--- src/rtl/calculadora_param.sv ---
// Parametrised calculator: seven single-cycle operations plus a WIDTH-cycle
// shift-add multiply, with a valid/busy handshake and carry/overflow/zero flags.
module calculadora_param #(
  parameter int WIDTH = 8
) (
  input  logic             clk,
  input  logic             rst,
  input  logic             en,
  input  logic [WIDTH-1:0] a,
  input  logic [WIDTH-1:0] b,
  input  logic [2:0]       MODO,
  output logic [WIDTH-1:0] c,
  output logic             valid,
  output logic             busy,
  output logic             carry,
  output logic             ovf,
  output logic             zero
);

  localparam int CNT_W = (WIDTH > 1) ? $clog2(WIDTH) : 1;
  localparam int MSB   = WIDTH - 1;

  typedef enum logic [2:0] {
    OP_ADD = 3'b000,
    OP_SUB = 3'b001,
    OP_MUL = 3'b010,
    OP_AND = 3'b011,
    OP_OR  = 3'b100,
    OP_XOR = 3'b101,
    OP_ACC = 3'b110,
    OP_CLR = 3'b111
  } op_e;

  typedef enum logic {S_IDLE, S_MUL} state_e;

  state_e             state_q, state_d;
  logic [WIDTH-1:0]   c_q, c_d;
  logic               valid_q, valid_d;
  logic               carry_q, carry_d;
  logic               ovf_q, ovf_d;
  logic               zero_q, zero_d;
  logic [2*WIDTH-1:0] mcand_q, mcand_d;
  logic [WIDTH-1:0]   mplier_q, mplier_d;
  logic [2*WIDTH-1:0] prod_q, prod_d;
  logic [CNT_W-1:0]   cnt_q, cnt_d;

  op_e                op;
  logic [WIDTH-1:0]   add_lhs, add_rhs;
  logic [WIDTH:0]     sum, diff;
  logic               add_ovf, sub_ovf;
  logic [2*WIDTH-1:0] prod_next;
  logic               write;
  logic [WIDTH-1:0]   res_c;
  logic               res_carry, res_ovf;

  always_comb begin
    // NOTE: every variable gets a default before any branch, so no path leaves one unassigned and no latch is inferred.
    state_d   = state_q;
    c_d       = c_q;
    valid_d   = 1'b0;
    carry_d   = carry_q;
    ovf_d     = ovf_q;
    zero_d    = zero_q;
    mcand_d   = mcand_q;
    mplier_d  = mplier_q;
    prod_d    = prod_q;
    cnt_d     = cnt_q;
    write     = 1'b0;
    res_c     = '0;
    res_carry = 1'b0;
    res_ovf   = 1'b0;

    op        = op_e'(MODO);
    // ACC reuses the adder with the current result as the left operand.
    add_lhs   = (op == OP_ACC) ? c_q : a;
    add_rhs   = (op == OP_ACC) ? a : b;
    sum       = {1'b0, add_lhs} + {1'b0, add_rhs};
    diff      = {1'b0, a} - {1'b0, b};
    add_ovf   = (add_lhs[MSB] == add_rhs[MSB]) && (sum[MSB] != add_lhs[MSB]);
    sub_ovf   = (a[MSB] != b[MSB]) && (diff[MSB] != a[MSB]);
    prod_next = prod_q + (mplier_q[0] ? mcand_q : '0);

    unique case (state_q)
      S_IDLE: begin
        if (en) begin
          if (op == OP_MUL) begin
            state_d  = S_MUL;
            mcand_d  = {{WIDTH{1'b0}}, a};
            mplier_d = b;
            prod_d   = '0;
            cnt_d    = '0;
          end else begin
            write = 1'b1;
            unique case (op)
              OP_ADD, OP_ACC: begin
                res_c     = sum[MSB:0];
                res_carry = sum[WIDTH];
                res_ovf   = add_ovf;
              end
              OP_SUB: begin
                res_c     = diff[MSB:0];
                res_carry = diff[WIDTH];
                res_ovf   = sub_ovf;
              end
              OP_AND:  res_c = a & b;
              OP_OR:   res_c = a | b;
              OP_XOR:  res_c = a ^ b;
              default: res_c = '0;
            endcase
          end
        end
      end
      S_MUL: begin
        // One multiplier bit per edge, LSB first; the last step writes the result.
        prod_d   = prod_next;
        mcand_d  = mcand_q << 1;
        mplier_d = mplier_q >> 1;
        cnt_d    = cnt_q + CNT_W'(1);
        if (cnt_q == CNT_W'(WIDTH - 1)) begin
          state_d = S_IDLE;
          write   = 1'b1;
          res_c   = prod_next[MSB:0];
          res_ovf = |prod_next[2*WIDTH-1:WIDTH];
        end
      end
      default: state_d = S_IDLE;
    endcase

    if (write) begin
      c_d     = res_c;
      carry_d = res_carry;
      ovf_d   = res_ovf;
      zero_d  = (res_c == '0);
      valid_d = 1'b1;
    end
  end

  always_ff @(posedge clk or negedge rst) begin
    if (!rst) begin
      state_q  <= S_IDLE;
      c_q      <= '0;
      valid_q  <= 1'b0;
      carry_q  <= 1'b0;
      ovf_q    <= 1'b0;
      zero_q   <= 1'b1;
      // NOTE: the multiply datapath registers are reset as well, so an aborted multiply leaves no stale state behind.
      mcand_q  <= '0;
      mplier_q <= '0;
      prod_q   <= '0;
      cnt_q    <= '0;
    end else begin
      // NOTE: non-blocking assignments make every flop sample the pre-edge values, independent of statement order.
      state_q  <= state_d;
      c_q      <= c_d;
      valid_q  <= valid_d;
      carry_q  <= carry_d;
      ovf_q    <= ovf_d;
      zero_q   <= zero_d;
      mcand_q  <= mcand_d;
      mplier_q <= mplier_d;
      prod_q   <= prod_d;
      cnt_q    <= cnt_d;
    end
  end

  assign c     = c_q;
  assign valid = valid_q;
  assign busy  = (state_q == S_MUL);
  assign carry = carry_q;
  assign ovf   = ovf_q;
  assign zero  = zero_q;

endmodule

--- config.mk ---
export PLATFORM = sky130hd
export DESIGN_NAME = calculadora_param
export DESIGN_NICKNAME = d
export VERILOG_FILES = /design/src/rtl/calculadora_param.sv
export SDC_FILE = /design/constraint.sdc
export NUM_CORES = 1
export LEC_CHECK = 0
export ABC_AREA = 1
export CAP_MARGIN = 40
export CORE_MARGIN = 2
export CORE_UTILIZATION = 40
export CTS_CLUSTER_DIAMETER = 150
export DETAILED_ROUTE_END_ITERATION = 12
export PLACE_DENSITY = 0.7
export SYNTH_ARGS = -nofsm -noshare
export SYNTH_HDL_FRONTEND = slang
export SYNTH_SLANG_ARGS = --single-unit
--- constraint.sdc ---
create_clock -name clk -period 5.7 [get_ports clk]
set_clock_uncertainty 0.15 [all_clocks]
set_input_delay 1.14 -clock clk [delete_from_list [all_inputs] [get_ports clk]]
set_output_delay 1.14 -clock clk [all_outputs]
set_load 0.05 [all_outputs]
==> flow_summary.json, run 1 <==
{
  "hpwl_um": 9659,
  "synth.distinct_cells": 41,
  "ant_nets": 0,
  "synth_edf_count": 0,
  "fin_hold_ws_ns": 0.3276,
  "reg2reg_from": "mplier_q[0]",
  "drive_gt1_share_pct": 4.596,
  "synth.most_common_cell": "nand2_1",
  "die_height_um": 112.5,
  "post_cts_resized": 0,
  "fp.dieW_um": 112.5,
  "r2r_cells": 14,
  "cts-root-buf": "clkbuf_16",
  "drc": 0,
  "drv_cap": 0,
  "netlist_area_um2": 4712,
  "worst_slew_pin_slew_ns": 0.8483,
  "vias": 4480,
  "min_period_ns": 4.541,
  "clk_latency_ns": 0.30,
  "yosys.area.top_type": "dfrtp_1",
  "ys_top_cells_by_count": "nand2_1, inv_1, nor2_1, dfrtp_1, ha_1",
  "r2r-end": "ovf",
  "start_kind": "input pin",
  "holdPathEnd": "zero",
  "holdCritPathClass": "reg -> reg",
  "netlist.area_leader.share_pct": 29.21,
  "required_ns": 5.74,
  "post-cts-setup-buffers": 0,
  "cts_sinks": 56,
  "cts_buffers": 5,
  "setup_slack_ns": 1.159,
  "area_delta_synth_final_pct": 13.68,
  "syn_area_per_cell_um2": 6.849,
  "dieArea_um2": 12660,
  "wl_per_cell_um": 14.14,
  "place.gp.congestion": 0.9350,
  "p_per_area_nw_per_um2": 507.4,
  "ys_async_sr_fraction_pct": 100.0,
  "holdCritStartpoint": "zero",
  "slew_viol_final": 0,
  "nFillCells": 1154,
  "cts_buffer_depth": 2,
  "max_slew_margin_pct": 43.31,
  "core_um2": 11470,
  "synthCells": 688,
  "cts_tree": "yes",
  "dr.pass1.iters": 7,
  "grt_pass1_vias": 4232,
  "ir_drop_mv": 0.3395,
  "wl_um": 12170,
  "yosysSeqAreaShare_pct": 29.77,
  "clkTransAtPathRegs_ns": 0.07,
  "track_usage_pct": 19.87,
  "hold_buffers": 0,
  "htreeDepth": 2,
  "synth-seq-cells": 56,
  "status": "finished, final reports clean",
  "grt_pass1_wl_um": 20510,
  "rows": 39,
  "syn_nets": 762,
  "post_dp_cell_area_um2": 5202,
  "final-hold-violation-count": 0,
  "reg2reg_setup_slack_ns": 2.94,
  "hold_depth": 2,
  "max_freq_ghz": 0.2202,
  "initialDrtViolationCount": 310,
  "diodes": 0,
  "synth-warning-count": 0,
  "synthTopCellsByArea": "dfrtp_1, nand2_1, ha_1, inv_1, nor2_1",
  "nets": 791,
  "rsz0062_at_grt": "no",
  "ioPinCount": 35,
  "globalRouteOverflowTotal": 0,
  "setup_violations": 0,
  "worst_setup_path_end_kind": "flip-flop",
  "worstPathMaxFanout": 32,
  "critPathKind": "in -> reg",
  "place_ws_ns": 0.9802,
  "vias_per_cell": 5.203,
  "grt_antenna_before_repair": 0,
  "fin_area_um2": 5356,
  "arrival_ns": 4.58,
  "grt_start_max_net_pins": 57,
  "port_buffers": 34,
  "setup_tns_ns": 0,
  "period_share_pct": 79.66,
  "ys.flop_type": "dfrtp_1",
  "initial_core_util_pct": 41.09,
  "leakagePower_nw": 2.882
}
[power by group]
| group | switching (mW) | internal [mW] |
|---|---|---|
| Sequential | 0.134 | 0.588 |
| Combinational | 1.06 | 0.615 |
| Clock | 0.155 | 0.170 |
[per-stage QoR]
step | std cells | utilization (%) | power, mW
2_1_floorplan | 688 | - | 1.955
3_3_place_gp | 852 | 45.13 | 2.328
3_5_place_dp | 853 | 45.37 | 2.396
4_1_cts | 861 | 46.71 | 2.729
5_1_grt | 861 | 46.71 | 2.997
6_report | 861 | 46.71 | 2.718
[how the worst max path moves through the flow]
stage / startpoint / end / cells past startpoint
floorplan: MODO[1] / zero / 16
global placement: MODO[1] / carry / 16
detailed placement: MODO[1] / carry / 16
CTS: MODO[1] / carry / 16
global route: MODO[1] / carry / 16
finish: MODO[1] / carry / 16
[cell families (layout without fill, tap and decap cells)]
family | Yosys count | count (layout) | share of synthesized area (%)
flops | 56 | 56 | 29.77
buf+inv | 126 | 156 | 10.30
fa+ha+maj | 52 | 52 | 14.29
xor+xnor | 10 | 10 | 1.859
compound gates | 112 | 112 | 13.73
simple gates | 332 | 332 | 30.06
[state kept, by name, indices dropped and copies added (netlist names)]
signal	flops
busy	1
c	8
carry	1
cnt_q	3
mcand_q	16
mplier_q	8
ovf	1
prod_q	16
valid	1
zero	1
[cell type report]
cell class	count	area, um2	share of cell area (%)
inverters	111	419.2	7.825
clock buffers	5	125.1	2.336
clock inverters	3	28.78	0.5373
multi-input cells	506	2824	52.72
well taps	143	178.9	3.340
flip-flops and latches	56	1403	26.19
repair buffers	37	377.9	7.054
[placed cells by master (no fill, tap or decap), types with 2 or more instances in the layout]
cell type / Yosys / routed
nand2_1: 185 / 185
inv_1: 106 / 106
nor2_1: 69 / 69
dfrtp_1: 55 / 55
ha_1: 49 / 49
nand3_1: 47 / 47
o21ai_0: 39 / 39
clkdlybuf4s50_1: 0 / 33
a21oi_1: 28 / 28
o22ai_1: 22 / 22
nand4_1: 8 / 8
xor2_1: 7 / 7
a22o_1: 7 / 7
clkbuf_16: 0 / 5
nor2_2: 4 / 4
o211ai_1: 4 / 4
nand3b_1: 4 / 4
o21ai_1: 3 / 3
inv_2: 3 / 3
nand3_2: 3 / 3
nor2_4: 3 / 3
nand2_2: 3 / 3
xnor2_1: 3 / 3
fa_1: 3 / 3
o21bai_1: 2 / 2
nor3_1: 2 / 2
a21o_1: 2 / 2
inv_6: 0 / 2
buf_4: 1 / 2
[metal layers]
metal / share of wire, % / global-route usage (%) / vias up
li1: - / - / 2270
met1: 48 / 29.14 / 2057
met2: 43 / 30.32 / 138
met3: 6.9 / 3.510 / 15
met4: 1.6 / 5.285 / 0
met5: 0 / 0 / -
[worst max-delay path: stages]
cell and delay, ns:
clkdlybuf4s50_1 0.76, nand2_1 0.11, inv_1 0.10, nand2_1 0.50, nand2_1 0.20, o21ai_0 0.11
ha_1 0.29, fa_1 0.44, nand3_1 0.14, nand3_1 0.09, nand2_1 0.09, a21oi_1 0.06
o21ai_0 0.22, o31ai_1 0.17, nand2_1 0.11, nand2_1 0.05
Power figures use the tool's default switching activity.
==> run 2, diff against run 1 <==
PLACE_DENSITY = 0.72   (was 0.7)
clock period = 3.9 ns   (was 5.7 ns; I/O delays follow)
==> flow_summary.json, run 2 (synthesized netlist as in run 1, its figures left out) <==
{
  "crit_chain": "clkdlybuf4s50_1 > inv_4 > nand2_1 > buf_4 > o21ai_0 > fa_1 > xor2_1 > nand2_1 > nand3_1 > a21oi_1 > nand3_1 > nor3_2 > nand3_1 > nand2_1",
  "globalRouteOverflowTotal": 0,
  "fin_area_um2": 5381,
  "initialDrtViolationCount": 394,
  "leakagePower_nw": 2.900,
  "drc": 0,
  "arrival_ns": 3.49,
  "cts-root-buf": "clkbuf_16",
  "clkTransAtPathRegs_ns": 0.08,
  "worst_setup_path_end_kind": "flip-flop",
  "holdCritPathClass": "in -> async",
  "area_delta_synth_final_pct": 14.21,
  "nets": 796,
  "critPathMaxStageDelay_ns": 0.52,
  "fp.dieW_um": 112.5,
  "initial_core_util_pct": 41.09,
  "required_ns": 3.99,
  "port_buffers": 34,
  "htreeDepth": 2,
  "post_cts_resized": 0,
  "ioPinCount": 35,
  "cts_sinks": 56,
  "hold_buffers": 0,
  "final_cell_mix": "nand2_1, inv_1, nor2_1",
  "start_kind": "input pin",
  "grt_antenna_before_repair": 0,
  "max_slew_margin_pct": 54.64,
  "grt_pass1_vias": 4007,
  "startpoint": "MODO[0]",
  "crit_path_end": "zero",
  "crit_family": "buffers and inverters",
  "min_period_ns": 3.400,
  "diodes": 0,
  "p_per_area_nw_per_um2": 739.6,
  "rows": 39,
  "worstPathMaxFanout": 25,
  "critPathKind": "in -> reg",
  "final-hold-violation-count": 0,
  "period_share_pct": 87.17,
  "layout_commonest_cell": "nand2_1",
  "status": "finished, final reports clean",
  "dieArea_um2": 12660,
  "core_um2": 11470,
  "rsz0062_at_grt": "no",
  "place_ws_ns": 0.2096,
  "grt_start_max_net_pins": 33,
  "vias": 4376,
  "r2r-end": "ovf",
  "setup_slack_ns": 0.5003,
  "cts_buffers": 5,
  "top_regs": "mcand_q (16), prod_q (16)",
  "drv_cap": 0,
  "dr.pass1.iters": 5,
  "ir_drop_mv": 0.4625,
  "die_height_um": 112.5,
  "max_freq_ghz": 0.2941,
  "path_depth": 14,
  "clk_latency_ns": 0.30,
  "place.gp.congestion": 0.9225,
  "crit_buf_inv": 3,
  "vias_per_cell": 5.053,
  "hpwl_um": 9463,
  "cts_tree": "yes",
  "slew_viol_final": 0,
  "post-cts-setup-buffers": 0,
  "setup_tns_ns": 0,
  "ant_nets": 0,
  "reg2reg_from": "mplier_q[0]",
  "post_dp_cell_area_um2": 5228,
  "wl_um": 12030,
  "setup_violations": 0,
  "track_usage_pct": 19.29,
  "worst_slew_pin_slew_ns": 0.6762,
  "r2r_cells": 14,
  "slowest_stage": "clkdlybuf4s50_1",
  "grt_pass1_wl_um": 19830,
  "wl_per_cell_um": 13.89,
  "drive_gt1_share_pct": 5.256,
  "cts_buffer_depth": 2,
  "reg2reg_setup_slack_ns": 1.17
}
-- run 2: stage by stage --
step	std cells	power [mW]	hold slack [ns]	utilization [%]
6_report	866	3.980	0.3052	46.93
2_1_floorplan	688	2.858	0.3032	-
3_5_place_dp	858	3.484	0.3175	45.59
4_1_cts	866	3.980	0.3205	46.93
3_3_place_gp	857	3.434	0.3127	45.46
5_1_grt	866	4.366	0.3348	46.93
-- run 2: layout make-up --
| cell class | instances | area [um2] |
|---|---|---|
| Timing Repair Buffer | 42 | 402.9 |
| Clock inverter | 3 | 28.78 |
| Clock buffer | 5 | 125.1 |
| Tap cell | 143 | 178.9 |
| Multi-Input combinational cell | 506 | 2824 |
| Sequential cell | 56 | 1403 |
| Fill cell | 1139 | 6086 |
| Inverter | 111 | 419.2 |
-- run 2: layer usage --
metal  GRT usage [%]  wire, um
met5               0         0
met1           29.99      6090
met2           28.76      5061
met3           2.268       758
met4           4.146       119
-- run 2: worst reg2reg max path: stages, from the launching register on --
cell and delay [ns]:
dfrtp_1 0.57, nand2_1 0.14, inv_1 0.05, ha_1 0.20, fa_1 0.43, nand3_1 0.10
nand2_1 0.08, nand2_1 0.08, nand3_1 0.14, xnor2_1 0.22, nand3_1 0.09, nor2_1 0.15
nand2_1 0.10, nand2_1 0.07, nand2_1 0.05
-- run 2: where the power goes --
part	switching [mW]	internal [mW]	total, mW
clock network	0.233	0.248	0.481
registers	0.201	0.860	1.06
logic	1.55	0.888	2.44
total	1.98	2.00	3.98
-- run 2: how the worst min path moves through the flow --
stage | start | slack, ns | endpoint
3_3_place_gp | zero | 0.31 | zero
3_5_place_dp | zero | 0.32 | zero
6_report | rst | 0.31 | prod_q[11]
2_1_floorplan | cnt_q[0] | 0.30 | cnt_q[0]
5_1_grt | zero | 0.33 | zero
4_1_cts | rst | 0.32 | prod_q[11]
==> run 3, diff against run 2 <==
PLACE_DENSITY = not set   (was 0.72)
SKIP_CTS_REPAIR_TIMING = 1   (was not set)
==> flow_summary.json, run 3 (synthesized netlist as in run 1, its figures left out) <==
{
  "grt_pass1_wl_um": 21300,
  "wl_um": 12790,
  "worst_slew_pin_slew_ns": 0.6179,
  "max_slew_margin_pct": 58.76,
  "drc": 0,
  "grt_pass1_vias": 4242,
  "area_delta_synth_final_pct": 14.37,
  "nets": 798,
  "hpwl_um": 10130,
  "setup_tns_ns": 0,
  "multi_input_area_um2": 2824,
  "vias_per_cell": 5.151,
  "dp_cells": 860,
  "crit_buf_inv": 3,
  "ant_nets": 0,
  "worst_setup_path_end_kind": "flip-flop",
  "critPathMaxStageDelay_ns": 0.52,
  "clk_latency_ns": 0.30,
  "cts_buffer_depth": 2,
  "wl_per_cell_um": 14.74,
  "clkTransAtPathRegs_ns": 0.08,
  "track_usage_pct": 20.80,
  "setup_violations": 0,
  "status": "finished, final reports clean",
  "initialDrtViolationCount": 370,
  "reg2reg_from": "mplier_q[0]",
  "ioPinCount": 35,
  "fin_cells": 868,
  "slew_viol_final": 0,
  "core_um2": 11470,
  "startpoint": "MODO[0]",
  "required_ns": 3.94,
  "holdCritPathClass": "in -> async",
  "grt_antenna_before_repair": 0,
  "place.gp.congestion": 0.9474,
  "worstPathMaxFanout": 16,
  "rows": 39,
  "vias": 4471,
  "cts_tree": "yes",
  "drv_cap": 0,
  "regArea_um2": 1403,
  "crit_family": "buffers and inverters",
  "globalRouteOverflowTotal": 0,
  "layout_commonest_cell": "nand2_1",
  "path_depth": 14,
  "min_period_ns": 3.537,
  "r2r-end": "ovf",
  "r2r_cells": 16,
  "setup_slack_ns": 0.3627,
  "die_height_um": 112.5,
  "initial_core_util_pct": 41.09,
  "cts-root-buf": "clkbuf_16",
  "arrival_ns": 3.58,
  "ir_drop_mv": 0.4394,
  "max_freq_ghz": 0.2827,
  "rsz0062_at_grt": "no",
  "fp.dieW_um": 112.5,
  "start_kind": "input pin",
  "place_ws_ns": 0.1535,
  "drive_gt1_share_pct": 5.517,
  "cts_sinks": 56,
  "leakagePower_nw": 2.907,
  "cpMostUsedCell": "nand2_1",
  "crit_chain": "clkdlybuf4s50_1 > inv_4 > nand2_1 > buf_4 > o21ai_0 > fa_1 > nand3_1 > nand3_1 > nand2_1 > a21oi_1 > o21ai_0 > o31ai_1 > nand2_1 > nand2_1",
  "diodes": 0,
  "period_share_pct": 90.70,
  "crit_path_end": "carry",
  "critPathKind": "in -> reg",
  "port_buffers": 34,
  "fin_hold_ws_ns": 0.2829,
  "p_per_area_nw_per_um2": 736.5,
  "total_power_mw": 3.969,
  "top_regs": "mcand_q (16), prod_q (16)",
  "cts_buffers": 5,
  "nFillCells": 1158,
  "final-hold-violation-count": 0,
  "grt_start_max_net_pins": 37,
  "slowest_stage": "clkdlybuf4s50_1",
  "dr.pass1.iters": 5,
  "dieArea_um2": 12660,
  "htreeDepth": 2,
  "final_cell_mix": "nand2_1, inv_1, nor2_1",
  "reg2reg_setup_slack_ns": 1.11
}
[run 3: worst min path at each step]
| stage | end | slack, ns |
|---|---|---|
| floorplan | cnt_q[0] | 0.30 |
| global placement | zero | 0.32 |
| detailed placement | zero | 0.32 |
| CTS | prod_q[8] | 0.30 |
| global route | c[6] | 0.33 |
| finish | prod_q[8] | 0.28 |
[run 3: final cells by class]
type	count	share of cell area (%)
clock buffers	5	2.322
well taps	143	3.320
flip-flops and latches	56	26.03
multi-input cells	506	52.40
repair buffers	44	7.616
clock inverters	3	0.5340
inverters	111	7.778
[run 3: metrics by stage]
step	cell area, um2	utilization, %
floorplan	4712	-
global placement	5235	45.65
detailed placement	5235	45.65
CTS	5389	46.99
global route	5389	46.99
finish	5389	46.99
[run 3: worst reg2reg max path, stage by stage, from the launching register on]
cell and delay, ns:
dfrtp_1 0.58, nand2_1 0.16, inv_1 0.05, ha_1 0.19, fa_1 0.43, nand3_1 0.09
nand2_1 0.08, nand2_1 0.08, nand3_1 0.15, nand2_1 0.12, nand3_1 0.07, nand2_1 0.09
nand2_1 0.06, nor2_1 0.14, nand2_1 0.11, nand2_1 0.07, nand2_1 0.04
[run 3: where the power goes]
group / leakage, nW / internal (mW) / switching (mW)
logic: 2.15 / 0.882 / 1.55
clock network: 0.0767 / 0.248 / 0.231
registers: 0.682 / 0.860 / 0.193
[run 3: per-layer routing]
| layer | vias up | part of all wire [%] | track usage (%) |
|---|---|---|---|
| li1 | 2294 | - | - |
| met1 | 2024 | 51 | 31.54 |
| met2 | 134 | 41 | 30.52 |
| met3 | 19 | 5.4 | 3.348 |
| met4 | 0 | 2.0 | 5.935 |
| met5 | - | 0 | 0 |
==> RTL edit, RTL diff (flow settings as in run 2) <==
The parameter `WIDTH` goes from 8 to 16.
--- a/src/rtl/calculadora_param.sv
+++ b/src/rtl/calculadora_param.sv
@@ -1,7 +1,7 @@
 // Parametrised calculator: seven single-cycle operations plus a WIDTH-cycle
 // shift-add multiply, with a valid/busy handshake and carry/overflow/zero flags.
 module calculadora_param #(
-  parameter int WIDTH = 8
+  parameter int WIDTH = 16
 ) (
   input  logic             clk,
   input  logic             rst,
Ports: changed (resized a, b and c); port bits go from 35 to 59. No check against the original RTL was run, so the function may have changed too.
==> RTL edit against run 2 <==
- via count rose by 120%
- register-to-register slack worse by 430 ps
- critical path type unchanged
- global-route usage is 4.2 points higher
- worst setup slack worse by 130 ps
- critical path depth increased by 2
- area after synthesis up 110%
- first-iteration DRC count increased by 87%
- combinational power is 150% higher
- sequential cell count up 49
- final area up 110%
- largest cell class unchanged
- total power is 120% higher
- cell count up 120%
- routed wire length is 150% higher
==> RTL edit: results (changes against run 2) <==
Layout
  • Non-Clock Buffer Count: 88 (+110%)
  • Data buffer area share: 7.68% (+0.20 points)
  • Multi-input gates: 1108 (+120%)
  • FILL cells: 2556 (+120%)
  • Multi-input combinational area share: 54.8% (+2.3 points)
  • Final-layout clock-cell area share: 2.64% (-0.22 points)
  • Final net count: 1673 (+110%)
  • Layout cells sized above 1: 5.52% (+0.26 points)
  • Sequential Area: 0.00263 mm² (+87%)

Run status
  • Run status: finished, final reports clean

Worst setup path
  • End of the critical path: ovf
  • CP top delay family: simple AND/OR/NAND/NOR gates
  • Setup slack, reg-to-reg: 740 ps (-430 ps)

Power and ir drop
  • Leak: 0.00577 µW (+99%)

STA
  • Hold Slack: 263 ps (-42.0 ps)

Placed design
  • Number of I/O port buffers: 58 (+71%)
  • DP Cell Count: 1849 (+120%)
  • Post-DP Area: 0.0108 mm² (+110%)
  • Hpwl dp: 23.7 mm (+150%)

Detailed routing
  • M1 wire length: 13.6 mm (+120%)
  • DRT Wirelength: 29.7 mm (+150%)
  • Wire length on met3: 1.30 mm (+72%)

Clock tree
  • TritonCTS Buffers: 9 (+4)

Global routing
  • Met3 usage: 2.52% (+0.25 points)
  • Met1 usage: 31.3% (+1.3 points)
  • Largest net degree at the start of global routing: 68 (+110%)

Logic synthesis
  • Sequential area share after synthesis: 27.1% (-2.7 points)
  • Ranking of synthesized cells by area: dfrtp_1 27%, nand2_1 14%, ha_1 12%
## RTL edit: changes by cell type after synthesis, moves of 24 or more
| cell | run 2 | this run |
|---|---|---|
| a21oi_1 | 28 | 78 |
| dfrtp_1 | 55 | 104 |
| ha_1 | 49 | 96 |
| inv_1 | 106 | 216 |
| nand2_1 | 185 | 362 |
| nand3_1 | 47 | 104 |
| nor2_1 | 69 | 177 |
| o21ai_0 | 39 | 93 |
| o22ai_1 | 22 | 46 |
## RTL edit: kinds of logic after synthesis
group	after synthesis	share of synthesized area [%]
simple gates	718	31.3
compound gates	275	16.7
buf+inv	264	10.5
flops	105	27.1
fa+ha+maj	99	13.0
xor+xnor	16	1.44
## RTL edit: through the flow
stage | util [%] | total power (µW) | setup WS, ps
CTS | 46.0 | 8940 | 366
global route | 46.1 | 9810 | 7.58
detailed placement | 44.8 | 7970 | 8.34
global placement | 44.8 | 7870 | 73.2
floorplan | - | 6320 | 436
finish | 46.1 | 8930 | 370
